<file path="src/rtl/fetch_pkg.sv">
// Shared types and constants for the instruction-fetch stage.
package fetch_pkg;

  localparam int unsigned XLEN = 32;

  typedef enum logic [1:0] {
    S_REQ  = 2'd0,
    S_HAVE = 2'd1,
    S_DROP = 2'd2
  } fetch_state_t;

  localparam logic [XLEN-1:0] NOP_INSTR = 32'd0;
  localparam logic [XLEN-1:0] PC_INC    = 32'd4;

endpackage

</file>
<file path="src/rtl/fetch_pc_reg.sv">
// Program counter with increment/redirect muxing, plus the address of a
// request abandoned by a redirect while still outstanding.
module fetch_pc_reg
  import fetch_pkg::*;
#(
  parameter logic [XLEN-1:0] RESET_PC = 32'h0000_0000
) (
  input  logic            clk,
  input  logic            rst,
  input  logic            i_advance,
  input  logic            i_redirect,
  input  logic [XLEN-1:0] i_target,
  input  logic            i_capture_drop,
  output logic [XLEN-1:0] o_pc,
  output logic [XLEN-1:0] o_drop_addr
);

  logic [XLEN-1:0] r_pc;
  logic [XLEN-1:0] r_drop_addr;
  logic            w_unused_target_lsbs;

  // Targets are forced word-aligned; the low bits carry no information.
  assign w_unused_target_lsbs = ^i_target[1:0];

  always_ff @(posedge clk or posedge rst) begin
    if (rst) begin
      r_pc        <= RESET_PC;
      r_drop_addr <= 32'd0;
    end else begin
      if (i_redirect) begin
        r_pc <= {i_target[XLEN-1:2], 2'b00};
      end else if (i_advance) begin
        r_pc <= r_pc + PC_INC;
      end
      if (i_capture_drop) begin
        r_drop_addr <= r_pc;
      end
    end
  end

  assign o_pc        = r_pc;
  assign o_drop_addr = r_drop_addr;

endmodule

</file>
<file path="src/rtl/if_fetch_unit.sv">
// Instruction-fetch stage feeding IF/ID: req/ready fetch, stall and redirect.
// Optional FETCH_BYPASS_EN forwards zero-wait read data straight to IF/ID.
module if_fetch_unit
  import fetch_pkg::*;
#(
  parameter logic [XLEN-1:0] RESET_PC = 32'h0000_0000
) (
  input  logic            clk,
  input  logic            rst,
  input  logic            pc_write,
  input  logic            branch_taken,
  input  logic [XLEN-1:0] branch_target,
  output logic            imem_req,
  output logic [XLEN-1:0] imem_addr,
  input  logic            imem_ready,
  input  logic [XLEN-1:0] imem_rdata,
  output logic [XLEN-1:0] PC_4_out,
  output logic [XLEN-1:0] Instruction_out,
  output logic            fetch_valid
);

  fetch_state_t    r_state;
  logic [XLEN-1:0] r_instr_buf;
  logic [XLEN-1:0] w_pc;
  logic [XLEN-1:0] w_drop_addr;
  logic            w_advance;
  logic            w_capture_drop;
  logic            w_bypass;

`ifdef FETCH_BYPASS_EN
  assign w_bypass = (r_state == S_REQ) && imem_ready && pc_write && !branch_taken;
`else
  assign w_bypass = 1'b0;
`endif

  assign w_advance      = ((r_state == S_HAVE) && pc_write && !branch_taken) || w_bypass;
  // Redirect while a request is still outstanding: remember its address.
  assign w_capture_drop = (r_state == S_REQ) && branch_taken && !imem_ready;

  fetch_pc_reg #(
    .RESET_PC (RESET_PC)
  ) u_pc_reg (
    .clk            (clk),
    .rst            (rst),
    .i_advance      (w_advance),
    .i_redirect     (branch_taken),
    .i_target       (branch_target),
    .i_capture_drop (w_capture_drop),
    .o_pc           (w_pc),
    .o_drop_addr    (w_drop_addr)
  );

  always_ff @(posedge clk or posedge rst) begin
    if (rst) begin
      r_state     <= S_REQ;
      r_instr_buf <= NOP_INSTR;
    end else begin
      case (r_state)
        S_REQ: begin
          if (branch_taken) begin
            r_state <= imem_ready ? S_REQ : S_DROP;
          end else if (imem_ready && !w_bypass) begin
            r_instr_buf <= imem_rdata;
            r_state     <= S_HAVE;
          end
        end
        S_HAVE: begin
          if (branch_taken || pc_write) begin
            r_state <= S_REQ;
          end
        end
        S_DROP: begin
          if (imem_ready) begin
            r_state <= S_REQ;
          end
        end
        default: r_state <= S_REQ;
      endcase
    end
  end

  // Outputs decode from state; only the bypass path looks at memory data.
  always_comb begin
    imem_req        = 1'b0;
    imem_addr       = w_pc;
    fetch_valid     = 1'b0;
    Instruction_out = NOP_INSTR;
    case (r_state)
      S_REQ: begin
        imem_req = 1'b1;
        if (w_bypass) begin
          fetch_valid     = 1'b1;
          Instruction_out = imem_rdata;
        end
      end
      S_HAVE: begin
        fetch_valid     = 1'b1;
        Instruction_out = r_instr_buf;
      end
      S_DROP: begin
        imem_req  = 1'b1;
        imem_addr = w_drop_addr;
      end
      default: ;
    endcase
  end

  assign PC_4_out = w_pc + PC_INC;

endmodule

</file>
<file path="config.mk">
export PLATFORM = sky130hd
export DESIGN_NAME = if_fetch_unit
export DESIGN_NICKNAME = d
export VERILOG_FILES = /design/src/rtl/fetch_pkg.sv /design/src/rtl/fetch_pc_reg.sv /design/src/rtl/if_fetch_unit.sv
export SDC_FILE = /design/constraint.sdc
export NUM_CORES = 1
export LEC_CHECK = 0
export ABC_AREA = 1
export BUFFER_PORTS_ARGS = -buffer_cell sky130_fd_sc_hd__buf_2
export CAP_MARGIN = 10
export CORE_AREA = 4 4 105 107
export CTS_BUF_LIST = sky130_fd_sc_hd__clkbuf_4
export DETAILED_ROUTE_END_ITERATION = 16
export DIE_AREA = 0 0 109 111
export PLACE_DENSITY = 0.81
export SETUP_SLACK_MARGIN = 0.15
export SLEW_MARGIN = 10
export SYNTH_ARGS = -nofsm -noshare
export SYNTH_HDL_FRONTEND = slang
export SYNTH_SLANG_ARGS = --single-unit
export TNS_END_PERCENT = 100
</file>
<file path="constraint.sdc">
create_clock -name clk -period 3.1 [get_ports clk]
set_input_delay 0.31 -clock clk [delete_from_list [all_inputs] [get_ports clk]]
set_output_delay 0.31 -clock clk [all_outputs]
set_load 0.03 [all_outputs]
</file>
; Word-level counts from Yosys, hierarchy flattened
; Cells that the tools add are included.
[totals]
output_inout_bits = 98
in_bits = 69
word_cells = 35
register_bits = 98
[op_classes]
reduce_logical = 12
bitwise_logic = 1
n_mux = 12
addsub = 1
n_eq_ne = 5
[op_table]
columns = op, count
row1 = two-way mux 32 bit, 4
row2 = adder 32 x 3 -> 32 bit (second input constant), 1
row3 = two-way mux 2 bit, 5
row4 = case mux 2 bit (3 select lines), 1
row5 = AND reduction 3 bit, 2
row6 = logical AND 1 bit, 4
row7 = inequality test 3 bit (second input constant), 1
row8 = == test 2 x 1 -> 1 bit (second input constant), 1
row9 = == test 2 bit (second input constant), 1
row10 = logical NOT 1 bit, 2
row11 = logical NOT 2 bit, 1
row12 = two-way mux 1 bit, 2
row13 = inequality test 2 x 1 -> 1 bit (second input constant), 1
row14 = inequality test 2 bit (second input constant), 1
row15 = nonzero test 2 bit, 1
row16 = OR reduction 2 bit, 1
row17 = logical OR 1 bit, 1
row18 = inverter 1 bit, 1

; Depth between registers and ports, before layout
[logic_depth]
depth_word = 5
mapped_depth = 10
ltp_nobuf = 10

; Hierarchy
; Synthesis repeated with hierarchy kept, for this count alone.
[hier_totals]
cells_unflattened = 806
hier_area_um2 = 5959.5
[modules_own_cells]
columns = module, cells_each, area_per_inst_um2, instances, seq_area_each_um2
row1 = fetch_pc_reg, 402, 3203.1, 1, 1501.4
row2 = if_fetch_unit, 404, 2756.4, 1, 850.8

; Worst setup path after synthesis
; Ideal clock, no wire load.
[synth_timing]
path_type = register to output
startpoint = register r_state[0]
endpoint = output port imem_addr[4]
slack_ns = 1.184
required_ns = 2.790
path_buffers = 1
t_arrival_ns = 1.606
stages_incl_launch_ff = 5
cell_sequence = dfrtp_1 inv_2 nand2_1 clkbuf_1 o21ai_0
[synth_via]
elab_chain_len = 2
[synth_rtl]
columns = item, line_no
row1 = "start, declared", if_fetch_unit.sv:22  ; fetch_state_t r_state;
row2 = "start signal, assigned", if_fetch_unit.sv:61  ; r_state <= imem_ready ? S_REQ : S_DROP;
row3 = == test 2 bit, if_fetch_unit.sv:88  ; case (r_state)
row4 = two-way mux 32 bit, if_fetch_unit.sv:88
row5 = "end, declared", if_fetch_unit.sv:14  ; output logic [XLEN-1:0] imem_addr,
; No other way between the ends.

; Worst setup path after layout
[layout_timing]
startpoint = register r_state[1]
endpoint = output port imem_addr[19]
; The elaborated chain is that of the path after synthesis.

==> flow_metrics.py <==
metrics = {
    "cts": {
        "cts_sinks": 94,
        "clockBufferDepth": 2,
        "cts_root_buf": "clkbuf_4",
        "cts-resized-gates": 0,
        "worst_skew_pair.late_latency_ps": 450,
        "path_clk_slew_ps": 150,
        "htreeDepth": 3,
        "cts_inserted_buffers": 9,
        "cts_tree": "done",
    },
    "floorplanning": {
        "start_util_pct": 51.25,
        "fp.dieArea_mm2": 0.01210,
        "die_h_um": 111,
        "ios": 167,
        "core_area_mm2": 0.01014,
        "die_w_um": 109,
        "fp-row-count": 37,
    },
    "sta": {
        "final_max_slew_viol_count": 0,
        "rsz0062_at_grt": "no",
        "setup_violations": 0,
        "whs_ps": 80.72,
        "tightest_slew_ps": 992.6,
        "finalCritPeriodShare_pct": 83.13,
        "hold_viol": 0,
        "slew_headroom_pct": 33.75,
        "period_minus_slack_ps": 2577,
        "fmax_ghz": 0.3880,
        "tns_ps": 0,
        "finClkSkew_ps": 17.46,
    },
    "drt": {
        "drt_first_pass_iters": 5,
        "wl_per_cell_um": 12.99,
        "post-route-drc-count": 0,
        "vias": 4882,
        "initialDrtViolationCount": 314,
        "antenna_left": 0,
        "wl_um": 13150,
        "via_per_inst": 4.824,
    },
    "synthesis": {
        "yosys_warnings": 0,
        "synth-seq-cells": 94,
        "synth_cell_types": 28,
        "synth.avg_cell_area_um2": 7.148,
        "syn_area_mm2": 0.005196,
        "netlist_instances": 727,
        "synth_seq_area_share_pct": 45.27,
    },
    "power_and_ir_drop": {
        "peakVddDrop_uv": 298.6,
        "p_per_area_mw_per_mm2": 592.5,
        "p_leak_nw": 3.468,
    },
    "critical_path": {
        "end_kind": "output port",
        "critPathMaxFanout": 47,
        "worst-endpoint-arrival_ps": 2270,
        "path_class": "reg -> out",
        "crit_path_start_kind": "flip-flop",
        "critPathRequiredTime_ps": 2790,
    },
    "layout": {
        "nNetsFinal": 941,
        "final_util_pct": 61.68,
        "area_delta_synth_final_pct": 20.35,
        "fillers": 972,
        "drive_gt1_share_pct": 23.74,
        "n_antenna_cell": 0,
        "instances_no_fill": 1012,
    },
    "place": {
        "dp_cells": 994,
        "hpwl_um": 9640,
        "numPortBuffers": 160,
        "place_congestion": 0.8825,
    },
    "grt": {
        "grt_pass1_vias": 4495,
        "grt_pass1_wl_um": 21290,
        "grt_antenna_before_repair": 0,
        "overflow": 0,
        "grt_start_max_net_pins": 66,
        "grtUsageTotal_pct": 21.86,
    },
    "job": {
        "cap_violations": 0,
    },
    "run_status": {
        "status": "complete, no violations",
    },
    "min_path": {
        "holdCritPathClass": "in -> reg",
    },
}
## flip-flops by register name (all words and copies together) (netlist names)
name and cells:
r_state 2, r_instr_buf 32, u_pc_reg.o_pc 30, u_pc_reg.o_drop_addr 30
## cell usage after synthesis (all sizes together)
cell	count	share of area, %
clkbuf	16	1.2
xor2	13	2.9
nand2	185	14
o31ai	1	0.14
xnor2	2	0.34
a31oi	1	0.12
ha	1	0.24
o22ai	1	0.12
nand3	23	2.2
conb	1	0.072
o211ai	3	0.43
dfrtp	94	45
inv	100	7.2
o21ai	55	5.3
and2	7	0.84
buf	20	2.1
nor2	139	11
a21oi	65	6.5
## area by class of cell
class | count | area, µm² | share of cell area [%]
well taps | 136 | 170.2 | 2.721
repair buffers | 166 | 873.3 | 13.97
inverters | 100 | 376.6 | 6.022
clock inverters | 7 | 97.59 | 1.561
flip-flops and latches | 94 | 2352 | 37.62
multi-input cells | 500 | 2316 | 37.03
clock buffers | 9 | 67.56 | 1.080
## power breakdown
group / leakage [nW] / internal, mW / switching (mW)
combinational: 2.27 / 0.390 / 0.933
clock: 0.0842 / 0.330 / 0.431
sequential: 1.11 / 1.48 / 0.140
## layout by cell type (no fill, tap or decap), types with 2 or more instances in the layout
cell type / netlist / layout
a21oi_1: 64 / 64
and2_1: 7 / 7
buf_12: 0 / 2
buf_2: 11 / 160
buf_4: 6 / 3
bufinv_16: 0 / 2
clkbuf_4: 0 / 9
clkinv_4: 0 / 2
conb_1: 1 / 4
dfrtp_1: 94 / 94
inv_1: 98 / 97
inv_2: 2 / 2
nand2_1: 181 / 180
nand2_2: 3 / 4
nand3_1: 23 / 22
nor2_1: 126 / 126
nor2_2: 6 / 6
nor2_4: 7 / 7
o211ai_1: 3 / 3
o21ai_0: 53 / 53
o21ai_1: 2 / 2
xnor2_1: 2 / 2
xor2_1: 8 / 8
xor2_2: 5 / 5
## kinds of logic (layout without fill, tap and decap cells)
family	Yosys count	count (layout)	synth area share [%]
simple gates	354	354	28.05
buf+inv	136	282	10.52
compound gates	126	126	12.59
flops	94	94	45.27
xor+xnor	15	15	3.251
fa+ha+maj	1	1	0.2408
other cells	1	4	0.07217
## what timing repair did
action / in CTS / in global routing
buffers inserted: 0 / 0
hold buffers: 1 / 0
hold endpoints to repair: 45 / 0
## critical path, stage by stage, from the launching register on
cell	delay (ps)
dfrtp_1	450
nand2_2	630
buf_4	340
nor2_1	60
a21oi_1	120
buf_2	220
## through the flow
stage | power (mW) | worst slack, ps | area (µm²)
floorplan | 2.598 | 341.3 | 5207
global placement | 2.939 | 992.7 | 6058
detailed placement | 2.973 | 960.6 | 6058
CTS | 3.733 | 502.0 | 6233
global route | 3.965 | 309.8 | 6254
finish | 3.705 | 523.0 | 6254
## routing by layer
layer / track usage [%] / wire [µm] / part of all wire (%) / vias to the layer above
met3: 4.252 / 978 / 7.4 / 15
met2: 34.52 / 6109 / 46 / 173
met5: 0 / 0 / 0 / -
met4: 6.818 / 191 / 1.5 / 0
met1: 30.21 / 5867 / 45 / 2197
li1: - / - / - / 2497
## worst paths after layout
path	depth (start not counted)	slack (ps)	start	end
min	3	80	branch_target[7]	u_pc_reg.o_pc[7]
max	5	520	r_state[1]	imem_addr[19]
min in group asynchronous	3	500	rst	r_instr_buf[13]
max in group asynchronous	4	1860	rst	u_pc_reg.o_pc[18]
min reg2reg	2	500	u_pc_reg.o_drop_addr[27]	u_pc_reg.o_drop_addr[27]
max reg2reg	8	1370	u_pc_reg.o_pc[2]	u_pc_reg.o_pc[16]
Power figures use the tool's default switching activity.
